`src/rtl/gpio_pkg.sv`:
```
// gpio_pkg: opcodes, READ response field positions and the channel-index width helper
// shared by gpio_bank and gpio_bank_channel.
package gpio_pkg;
    typedef enum logic [2:0] {
        OP_SET     = 3'd0,
        OP_CLEAR   = 3'd1,
        OP_PULSE   = 3'd2,
        OP_READ    = 3'd3,
        OP_IRQ_CFG = 3'd4,
        OP_IRQ_ACK = 3'd5,
        OP_NOP6    = 3'd6,
        OP_NOP7    = 3'd7
    } gpio_op_e;

    localparam int RESP_PIN  = 0;
    localparam int RESP_EN   = 1;
    localparam int RESP_BUSY = 2;
    localparam int RESP_IRQ  = 3;

    function automatic int ch_w(input int n);
        return (n > 1) ? $clog2(n) : 1;
    endfunction
endpackage

```
`src/rtl/gpio_bank_channel.sv`:
```
// gpio_bank_channel: one pin's level/enable, pulse counter, 2-flop input synchroniser and,
// with GPIO_BANK_EDGE_IRQ_EN defined, rise/fall enables plus a sticky edge flag.
module gpio_bank_channel
    import gpio_pkg::*;
#(
    parameter int PULSE_W = 10
) (
    input  logic               clk,
    input  logic               async_rst,
    input  logic               clk_en,
    input  logic               cmd_valid,
    input  gpio_op_e           cmd_op,
    input  logic [PULSE_W-1:0] cmd_data,
    input  logic               pad_in,
    output logic               pad_out,
    output logic               pad_oe,
    output logic               pin,
    output logic               busy,
    output logic               enable,
    output logic               irq_flag
);
    logic               level;
    logic [PULSE_W-1:0] count;
    logic [1:0]         sync;
    logic               set, clr, pulse;

    assign set   = cmd_valid && cmd_op == OP_SET;
    assign clr   = cmd_valid && cmd_op == OP_CLEAR;
    assign pulse = cmd_valid && cmd_op == OP_PULSE && |cmd_data;

    // busy always implies count >= 1, so stepping down from 1 ends the pulse without wrapping
    always_ff @(posedge clk or posedge async_rst) begin
        if (async_rst) begin
            level  <= 1'b0;
            enable <= 1'b0;
            busy   <= 1'b0;
            count  <= '0;
            sync   <= '0;
        end else if (clk_en) begin
            sync <= {sync[0], pad_in};
            if (clr) begin
                level  <= 1'b0;
                enable <= 1'b0;
                busy   <= 1'b0;
                count  <= '0;
            end else begin
                if (set) begin
                    level  <= cmd_data[0];
                    enable <= 1'b1;
                end
                if (pulse) begin
                    busy  <= 1'b1;
                    count <= cmd_data;
                end else if (busy) begin
                    busy  <= count != PULSE_W'(1);
                    count <= count - 1'b1;
                end
            end
        end
    end

    assign pin     = sync[1];
    assign pad_out = level ^ busy;
    assign pad_oe  = enable | busy;

`ifdef GPIO_BANK_EDGE_IRQ_EN
    logic rise_en, fall_en, prev, flag, cfg, ack;

    assign cfg = cmd_valid && cmd_op == OP_IRQ_CFG;
    assign ack = cmd_valid && cmd_op == OP_IRQ_ACK;

    // a fresh edge wins over a simultaneous acknowledge
    always_ff @(posedge clk or posedge async_rst) begin
        if (async_rst) begin
            rise_en <= 1'b0;
            fall_en <= 1'b0;
            prev    <= 1'b0;
            flag    <= 1'b0;
        end else if (clk_en) begin
            prev <= sync[1];
            if (cfg)
                {fall_en, rise_en} <= cmd_data[1:0];
            flag <= (flag & ~ack) | (rise_en & sync[1] & ~prev) | (fall_en & ~sync[1] & prev);
        end
    end

    assign irq_flag = flag;
`else
    assign irq_flag = 1'b0;
`endif
endmodule

```
`src/rtl/gpio_bank.sv`:
```
// gpio_bank: command decode register, READ response register and Irq reduction over
// CHANNELS gpio_bank_channel instances; edge interrupts exist only with GPIO_BANK_EDGE_IRQ_EN.
module gpio_bank
    import gpio_pkg::*;
#(
    parameter int CHANNELS = 8,
    parameter int PULSE_W  = 10
) (
    input  logic                        clk,
    input  logic                        async_rst,
    input  logic                        clk_en,
    input  logic                        CmdValid,
    output logic                        CmdReady,
    input  logic [2:0]                  CmdOp,
    input  logic [ch_w(CHANNELS)-1:0]   CmdChannel,
    input  logic [PULSE_W-1:0]          CmdData,
    output logic                        RespValid,
    input  logic                        RespReady,
    output logic [3:0]                  RespData,
    input  logic [CHANNELS-1:0]         IODataIn,
    output logic [CHANNELS-1:0]         IODataOut,
    output logic [CHANNELS-1:0]         IODataOutEn,
    output logic [CHANNELS-1:0]         PinDataIn,
    output logic                        Irq
);
    localparam int CW = ch_w(CHANNELS);

    logic                dec_valid;
    gpio_op_e            dec_op;
    logic [CW-1:0]       dec_ch;
    logic [PULSE_W-1:0]  dec_data;
    logic [CHANNELS-1:0] ch_busy, ch_en, ch_flag;
    logic                accept;
    logic [3:0]          rd;

    assign CmdReady = ~RespValid | RespReady;
    assign accept   = CmdValid && CmdReady && clk_en;

    // out-of-range channels read back as all zeros
    always_comb begin
        rd = '0;
        if (32'(CmdChannel) < CHANNELS) begin
            rd[RESP_PIN]  = PinDataIn[CmdChannel];
            rd[RESP_EN]   = ch_en[CmdChannel];
            rd[RESP_BUSY] = ch_busy[CmdChannel];
            rd[RESP_IRQ]  = ch_flag[CmdChannel];
        end
    end

    always_ff @(posedge clk or posedge async_rst) begin
        if (async_rst) begin
            dec_valid <= 1'b0;
            dec_op    <= OP_SET;
            dec_ch    <= '0;
            dec_data  <= '0;
            RespValid <= 1'b0;
            RespData  <= '0;
        end else if (clk_en) begin
            dec_valid <= accept;
            dec_op    <= gpio_op_e'(CmdOp);
            dec_ch    <= CmdChannel;
            dec_data  <= CmdData;
            if (accept && gpio_op_e'(CmdOp) == OP_READ) begin
                RespValid <= 1'b1;
                RespData  <= rd;
            end else if (RespReady) begin
                RespValid <= 1'b0;
            end
        end
    end

    for (genvar i = 0; i < CHANNELS; i++) begin : g_ch
        gpio_bank_channel #(.PULSE_W(PULSE_W)) u_ch (
            .clk       (clk),
            .async_rst (async_rst),
            .clk_en    (clk_en),
            .cmd_valid (dec_valid && 32'(dec_ch) == i),
            .cmd_op    (dec_op),
            .cmd_data  (dec_data),
            .pad_in    (IODataIn[i]),
            .pad_out   (IODataOut[i]),
            .pad_oe    (IODataOutEn[i]),
            .pin       (PinDataIn[i]),
            .busy      (ch_busy[i]),
            .enable    (ch_en[i]),
            .irq_flag  (ch_flag[i])
        );
    end

    assign Irq = |ch_flag;
endmodule

```
`config.mk`:
```
export PLATFORM = sky130hd
export DESIGN_NAME = gpio_bank
export DESIGN_NICKNAME = d
export VERILOG_FILES = /design/src/rtl/gpio_pkg.sv /design/src/rtl/gpio_bank_channel.sv /design/src/rtl/gpio_bank.sv
export SDC_FILE = /design/constraint.sdc
export NUM_CORES = 1
export LEC_CHECK = 0
export CORE_MARGIN = 4
export CORE_UTILIZATION = 30
export DETAILED_ROUTE_END_ITERATION = 10
export DONT_BUFFER_PORTS = 1
export PLACE_DENSITY = 0.46
export SLEW_MARGIN = 20
export SYNTH_ARGS = -nofsm -noshare
export SYNTH_HDL_FRONTEND = slang
export SYNTH_SLANG_ARGS = --single-unit
```
`constraint.sdc`:
```
create_clock -name clk -period 12.9 [get_ports clk]
set_clock_uncertainty 0.1 [all_clocks]
set_input_delay 2.58 -clock clk [delete_from_list [all_inputs] [get_ports clk]]
set_output_delay 2.58 -clock clk [all_outputs]
set_load 0.01 [all_outputs]
```
* Word level (Yosys, flattened, before mapping)
Memories as Yosys holds them, arrays and structs flattened. A register that Yosys moved wholly into a read port is not among the register bits.
Index checks and enable logic that the tools add are counted.
** Word-level totals
- Flip-flop bits (word level) :: 142
- Memories kept :: 1
- Logic and storage cells :: 262
- Latch bits :: 0
- Memory bits (read-only) :: 8
- Bits in writable memories :: 0
- Output and inout port bits :: 31
- Input port bits :: 29
** Memory list
- (no name shown) :: depth 8, bits a word 1, read ports 1, clocked after Yosys merged registers in 1, wr ports 0, line gpio_bank.sv:46 : rd[RESP_IRQ] = ch_flag[CmdChannel];
** Operators by class
- $mul :: 0
- Shift-type cells :: 0
- Mux-type cells :: 89
- $add $sub $neg :: 8
- Reductions and logical operators :: 81
- Equality and inequality tests :: 18
- Bitwise gates (word level) :: 18
- Div/mod/pow operators :: 0
- Order comparisons :: 1
** Operator list (number)
- 2-to-1 mux 10 bit :: 24
- inequality test 10 x 1 -> 1 bit (second input constant) :: 8
- subtractor 10 x 1 -> 10 bit (second input constant) :: 8
- 2-to-1 mux 1 bit :: 62
- logical AND 1 bit :: 43
- AND reduction 2 bit :: 18
- nonzero test 3 bit :: 8
- nonzero test 2 bit :: 9
- == test 3 x 2 -> 1 bit (second input constant) :: 4
- == test 3 bit (second input constant) :: 4
- OR reduction 10 bit :: 1
- binary-select mux 1 bit (select 3 bit) :: 3
- OR 1 bit :: 9
- XOR 1 bit :: 8
- == test 3 x 1 -> 1 bit (second input constant) :: 2
- zero test 3 bit :: 2
- less-than comparator 3 x 4 -> 1 bit (second input constant) :: 1
- NOT 1 bit :: 1

* Longest topological paths before layout
Gate-level depths: netlist (run 1).
- Depth after elaboration :: 7
- Gate-level depth with buffers :: 9
- Gate-level depth less buffers :: 7

* By module
From an unflattened synthesis (run 1), not the netlist that was laid out.
** Second synthesis, totals
- Cells, all modules :: 952
- Area total of the unflattened synthesis :: 9557.9 sq um
** By module, submodules not included
- gpio_bank_channel (g_ch[0].u_ch ...) :: times used 4, sequential area each 375.4 sq um, cells each 105, area each 1088.5 sq um
- gpio_bank_channel (g_ch[4].u_ch ...) :: times used 4, sequential area each 375.4 sq um, cells each 112, area each 1006.0 sq um
- gpio_bank :: times used 1, sequential area each 550.5 sq um, cells each 84, area each 1179.9 sq um

* Worst setup path before layout (run 1)
No wires, ideal clock.
- Path kind :: input to output
- From :: input RespReady
- To :: output CmdReady
- Stages :: 1
- Setup slack :: 7457 ps
- Data required time :: 10220 ps
- Arrival time :: 2763 ps
- Path buffers :: 0
- Cells stage by stage :: nand2b_1
** On the way
- Word-level cells in the longest chain between the ends :: 1
** RTL lines
- from (decl) :: line gpio_bank.sv:18 : input logic RespReady,
- OR 1 bit :: line gpio_bank.sv:36 : assign CmdReady = ~RespValid | RespReady;
- to (decl) :: line gpio_bank.sv:13 : output logic CmdReady,
No other way between the ends.

* Worst setup path in the final report (run 1)
Same ends and word-level chain as after synthesis.

==> impl_metrics.json, run 1 <==
{
  "status": "finished, final reports clean",
  "pin_count": 60,
  "power.total_mw": 1.77,
  "io_buffers": 0,
  "holdWs_ps": 399,
  "postCtsSetupBuffers": 0,
  "crit_chain": "nand2b_1",
  "async_flop_share_pct": 100,
  "synth_edf_count": 0,
  "core_mm2": 0.0287,
  "design_area_mm2": 0.00944,
  "yosysSeqAreaShare_pct": 40.5,
  "path_max_fanout": 3,
  "yosys.cell_types.count": 65,
  "clockRootBuffer": "clkbuf_16",
  "max_cap_violations": 0,
  "gp_congestion": 0.801,
  "worst_pin_slew_ps": 1210,
  "clkLatencyLatePin_ps": 440,
  "syn_area_mm2": 0.00871,
  "wl_per_cell_um": 20.9,
  "synth_top_family_by_area": "compound AO/OA/AOI/OAI gates",
  "maxSlewHeadroom_pct": 18.7,
  "slowest_delay_ps": 200,
  "syn_to_final_growth_pct": 8.45,
  "synth_compound_area_share_pct": 24.4,
  "htreeDepth": 4,
  "synth_top_area_share_pct": 40.5,
  "numCtsBuffers": 17,
  "antenna_found_initial": 0,
  "post_dp_cell_area_mm2": 0.00883,
  "critPathArrivalTime_ps": 2780,
  "cts_num_sinks": 141,
  "synth_flop_cell": "dfrtp_1",
  "cts.repair.resized": 0,
  "drt-total-wl_um": 27100,
  "synth_area_leader_cell": "dfrtp_1",
  "finalNetCount": 944,
  "tritoncts": "done",
  "synth-adder-area-share_pct": 2.30,
  "leakage_nw": 4.13,
  "synth_xor_area_share_pct": 0.905,
  "setup_slack_ps": 7440,
  "grt_max_degree": 147,
  "worstPathBufferInverterCount": 0,
  "die_area_mm2": 0.0318,
  "slew_viol_final": 0,
  "place_hpwl_um": 17400,
  "crit_family": "simple AND/OR/NAND/NOR gates",
  "dieWidth_um": 178,
  "route.vias.total": 7274,
  "synth_area_leaders": "dfrtp_1 41%, mux2_2 4.3%, nand2_1 3.8%",
  "drtIter0Drc": 479,
  "timing.fmax_mhz": 183,
  "critPathCaptureType": "output pin",
  "drt_pass1_iterations": 5,
  "ys_seq_elements": 141,
  "n_antenna_cell": 0,
  "final_util_pct": 32.9,
  "ant_nets": 0,
  "syn_avg_cell_area_um2": 9.14,
  "setup_viol": 0,
  "rsz0062_at_grt": "no",
  "grt_usage_pct": 17.4,
  "grt_pass1_wl_um": 42900,
  "clockBufferDepth": 2,
  "min_path_type": "flop to flop",
  "setup-tns-final_ps": 0,
  "worstPathRequired_ps": 10220,
  "clk_pin_slew_worst_paths_ps": 80,
  "placementRows": 62,
  "grt_pass1_vias": 7284,
  "crit_path_top_delay_cell": "nand2b_1",
  "synth_common_cells": "141 x dfrtp_1, 89 x nand2_1, 81 x nor2_1",
  "period_needed_ps": 5460,
  "muxShareOfSynthArea_pct": 6.74,
  "drc": 0,
  "placed_cells": 1264,
  "ir_worst_vdd_uv": 76.7,
  "via_per_inst": 5.61,
  "start_util_pct": 30.3,
  "drive_gt1_share_pct": 11.2,
  "grt.overflow.total": 0,
  "pre_cts_slack_ps": 7440,
  "fin_crit_sh_pct": 42.3,
  "fp.dieH_um": 178,
  "powerDensity_mw_per_mm2": 187,
  "synth.most_common_cell": "dfrtp_1",
  "hold_violations": 0,
  "yosys.area_share.simple_pct": 18.9,
  "ys_warn_count": 0,
  "netlist_instances": 953,
  "stdcell_count": 1296,
  "startpoint_type": "primary input",
  "cts_hold_buffers": 0,
  "crit_type": "primary input to output pin"
}
[routing by layer]
| metal | global-route usage, % | part of all wire (%) | vias to the layer above |
|---|---|---|---|
| li1 | - | - | 3443 |
| met1 | 24.5 | 48 | 3642 |
| met2 | 26.8 | 45 | 171 |
| met3 | 4.30 | 5.3 | 18 |
| met4 | 4.48 | 1.4 | 0 |
| met5 | 0 | 0 | - |
[power by group]
part	switching, mW	internal (mW)
Clock	0.249	0.265
Combinational	0.297	0.244
Sequential	0.164	0.551
Total	0.710	1.06
[path summary, 6_finish.rpt]
path | depth (start not counted) | startpoint | to | slack [ps]
max reg2reg | 6 | dec_data[0] | g_ch[6].u_ch.count[9] | 9640
min in group asynchronous | 1 | async_rst | g_ch[4].u_ch.sync[1] | 2040
min reg2reg | 1 | g_ch[5].u_ch.count[8] | g_ch[5].u_ch.count[8] | 400
max in group asynchronous | 2 | async_rst | g_ch[1].u_ch.count[4] | 9290
min | 1 | g_ch[5].u_ch.count[8] | g_ch[5].u_ch.count[8] | 400
max | 1 | RespReady | CmdReady | 7440
[sequential cells by signal, indices dropped and copies added (netlist names)]
| name | count |
|---|---|
| g_ch.u_ch.count | 80 |
| g_ch.u_ch.sync | 16 |
| dec_data | 10 |
| g_ch.u_ch.busy | 8 |
| g_ch.u_ch.enable | 8 |
| g_ch.u_ch.level | 8 |
| RespData | 3 |
| dec_ch | 3 |
| dec_op | 3 |
| RespValid | 1 |
| dec_valid | 1 |
[cells by family (layout without fill, tap and decap cells)]
kind of cell,after synthesis,in the layout
compound gates,307,307
mux,47,47
flops,141,141
fa+ha+maj,16,16
other cells,1,2
simple gates,323,323
xor+xnor,9,9
buf+inv,109,67
[placed cells by master, fill, tap and decap left out, types with 6 or more instances in the layout]
cell	count
o22ai_1	7
a21o_1	11
xor2_1	9
o21bai_1	10
nand3_1	29
ha_1	16
o2bb2ai_1	23
or4_1	15
o22a_1	32
a21oi_1	57
nor3_1	21
or2_2	9
nor2_1	81
a32o_1	9
mux4_2	6
nand3b_1	7
mux2i_1	8
a221oi_1	6
inv_1	24
and2_1	12
mux2_2	33
buf_4	10
and3_1	17
inv_8	7
a2bb2oi_1	11
dfrtp_1	141
clkbuf_16	17
o21ai_0	66
nor4_1	9
nand2_1	89
a31oi_1	29
[worst reg2reg max path, cell delays in order, from the launching register on]
cell,delay [ps]
dfrtp_1,780
or4_1,380
o31a_1,620
buf_4,360
o21ai_2,140
a21oi_1,550
a22oi_1,180
[cell type report]
cell class	instances	area (um^2)
clock inverters	15	186
fillers	3015	19300
multi-input cells	704	4650
clock buffers	17	425
well taps	384	480
inverters	25	98.8
flip-flops and latches	141	3530
repair buffers	10	75.1
Note: power is estimated with default switching activity, not from simulation.
==> run 2: changes to the inputs <==
PLACE_DENSITY = 0.47   (was 0.46)
clock period = 5 ns   (was 12.9 ns; I/O delays follow)
==> impl_metrics.json, run 2 (same netlist as run 1, synthesis figures left out) <==
{
  "status": "finished, final reports clean",
  "die_area_mm2": 0.0318,
  "pin_count": 60,
  "clk_pin_slew_worst_paths_ps": 70,
  "via_per_inst": 5.75,
  "design_area_mm2": 0.00942,
  "syn_to_final_growth_pct": 8.25,
  "drt-met1-wl_um": 12500,
  "clkLatencyLatePin_ps": 440,
  "htreeDepth": 4,
  "cts_num_sinks": 141,
  "worstPathRequired_ps": 5220,
  "startpoint_type": "flop",
  "top_regs": "g_ch.u_ch.count x80, g_ch.u_ch.sync x16, dec_data x10",
  "clockBufferDepth": 2,
  "grt.overflow.total": 0,
  "grt_pass1_vias": 7231,
  "powerDensity_mw_per_mm2": 486,
  "rsz0062_at_grt": "no",
  "n_antenna_cell": 0,
  "setup_viol": 0,
  "maxSlewHeadroom_pct": 23.6,
  "min_path_type": "flop to flop",
  "worst_pin_slew_ps": 1140,
  "path_max_fanout": 11,
  "grt_max_degree": 147,
  "setup-tns-final_ps": 0,
  "cts.repair.resized": 0,
  "slew_viol_final": 0,
  "wl_met2_um": 12200,
  "fin_crit_sh_pct": 60.6,
  "post_dp_cell_area_mm2": 0.00882,
  "leakage_nw": 4.12,
  "postCtsSetupBuffers": 0,
  "dieWidth_um": 178,
  "grt_usage_pct": 17.2,
  "grt_pass1_wl_um": 42900,
  "drtIter0Drc": 519,
  "timing.fmax_mhz": 330,
  "regMostFlops": "g_ch.u_ch.count",
  "ant_nets": 0,
  "drt_pass1_iterations": 4,
  "place_hpwl_um": 17600,
  "fillers": 3009,
  "drive_gt1_share_pct": 11.0,
  "tritoncts": "done",
  "highest_layer": "met5",
  "wl_per_cell_um": 20.9,
  "layout_commonest_cell": "dfrtp_1",
  "ir_worst_vdd_uv": 160,
  "critPathCaptureType": "flop",
  "drc": 0,
  "crit_type": "flop to flop",
  "gp_congestion": 0.833,
  "numCtsBuffers": 17,
  "dr_wl_met3_um": 1750,
  "max_cap_violations": 0,
  "fp.dieH_um": 178,
  "route.vias.total": 7439,
  "clockRootBuffer": "clkbuf_16",
  "largest_reg_flops": 80,
  "period_needed_ps": 3030,
  "cts_hold_buffers": 0,
  "final_cell_mix": "141 x dfrtp_1, 89 x nand2_1, 81 x nor2_1",
  "finalNetCount": 942,
  "start_util_pct": 30.3,
  "drt-total-wl_um": 27000,
  "antenna_found_initial": 1,
  "hold_violations": 0,
  "io_buffers": 0,
  "core_mm2": 0.0287,
  "placementRows": 62,
  "critPathArrivalTime_ps": 3250
}
-- run 2: worst max-delay path: stages, from the launching register on --
cell     delay (ps)
dfrtp_1         560
or4_1           740
o31ai_4         450
a21oi_1         340
o21ai_1         360
mux2_2          370
-- run 2: final timing paths --
path | startpoint | to | slack (ps) | cells after the start
hold reg to reg | g_ch[5].u_ch.count[8] | g_ch[5].u_ch.count[8] | 400 | 1
min in group asynchronous | async_rst | g_ch[6].u_ch.sync[0] | 480 | 1
setup / recovery | dec_data[0] | g_ch[5].u_ch.count[1] | 1970 | 5
hold / removal | g_ch[5].u_ch.count[8] | g_ch[5].u_ch.count[8] | 400 | 1
setup reg to reg | dec_data[0] | g_ch[5].u_ch.count[1] | 1970 | 5
max in group asynchronous | async_rst | g_ch[7].u_ch.count[2] | 3370 | 2
-- run 2: report_power, final --
group	leakage (nW)	internal, mW	switching (mW)
clock	0.298	0.729	0.592
combinational	2.05	0.629	0.779
sequential	1.78	1.42	0.428
-- run 2: cell type report --
class,instances,area (um^2),share of cell area (%)
Clock inverter,14,164,1.74
Inverter,25,98.8,1.05
Sequential cell,141,3530,37.4
Timing Repair Buffer,8,60.1,0.637
Clock buffer,18,439,4.66
Tap cell,384,480,5.10
Multi-Input combinational cell,704,4650,49.4
-- run 2: per-layer routing --
layer	up-vias	track usage (%)
li1	3446	-
met1	3718	24.4
met2	231	26.0
met3	42	4.03
met4	2	5.53
met5	-	0
-- run 2: per-stage QoR --
stage	power [mW]	cells	hold WS (ps)	util, %	setup WS [ps]
6_report	4.58	1294	399	32.8	1970
5_1_grt	4.90	1294	423	32.8	1840
4_1_cts	4.61	1294	406	32.8	1970
3_5_place_dp	3.26	1262	388	30.7	1970
3_3_place_gp	3.26	1262	384	30.7	1610
2_1_floorplan	2.99	954	348	-	119
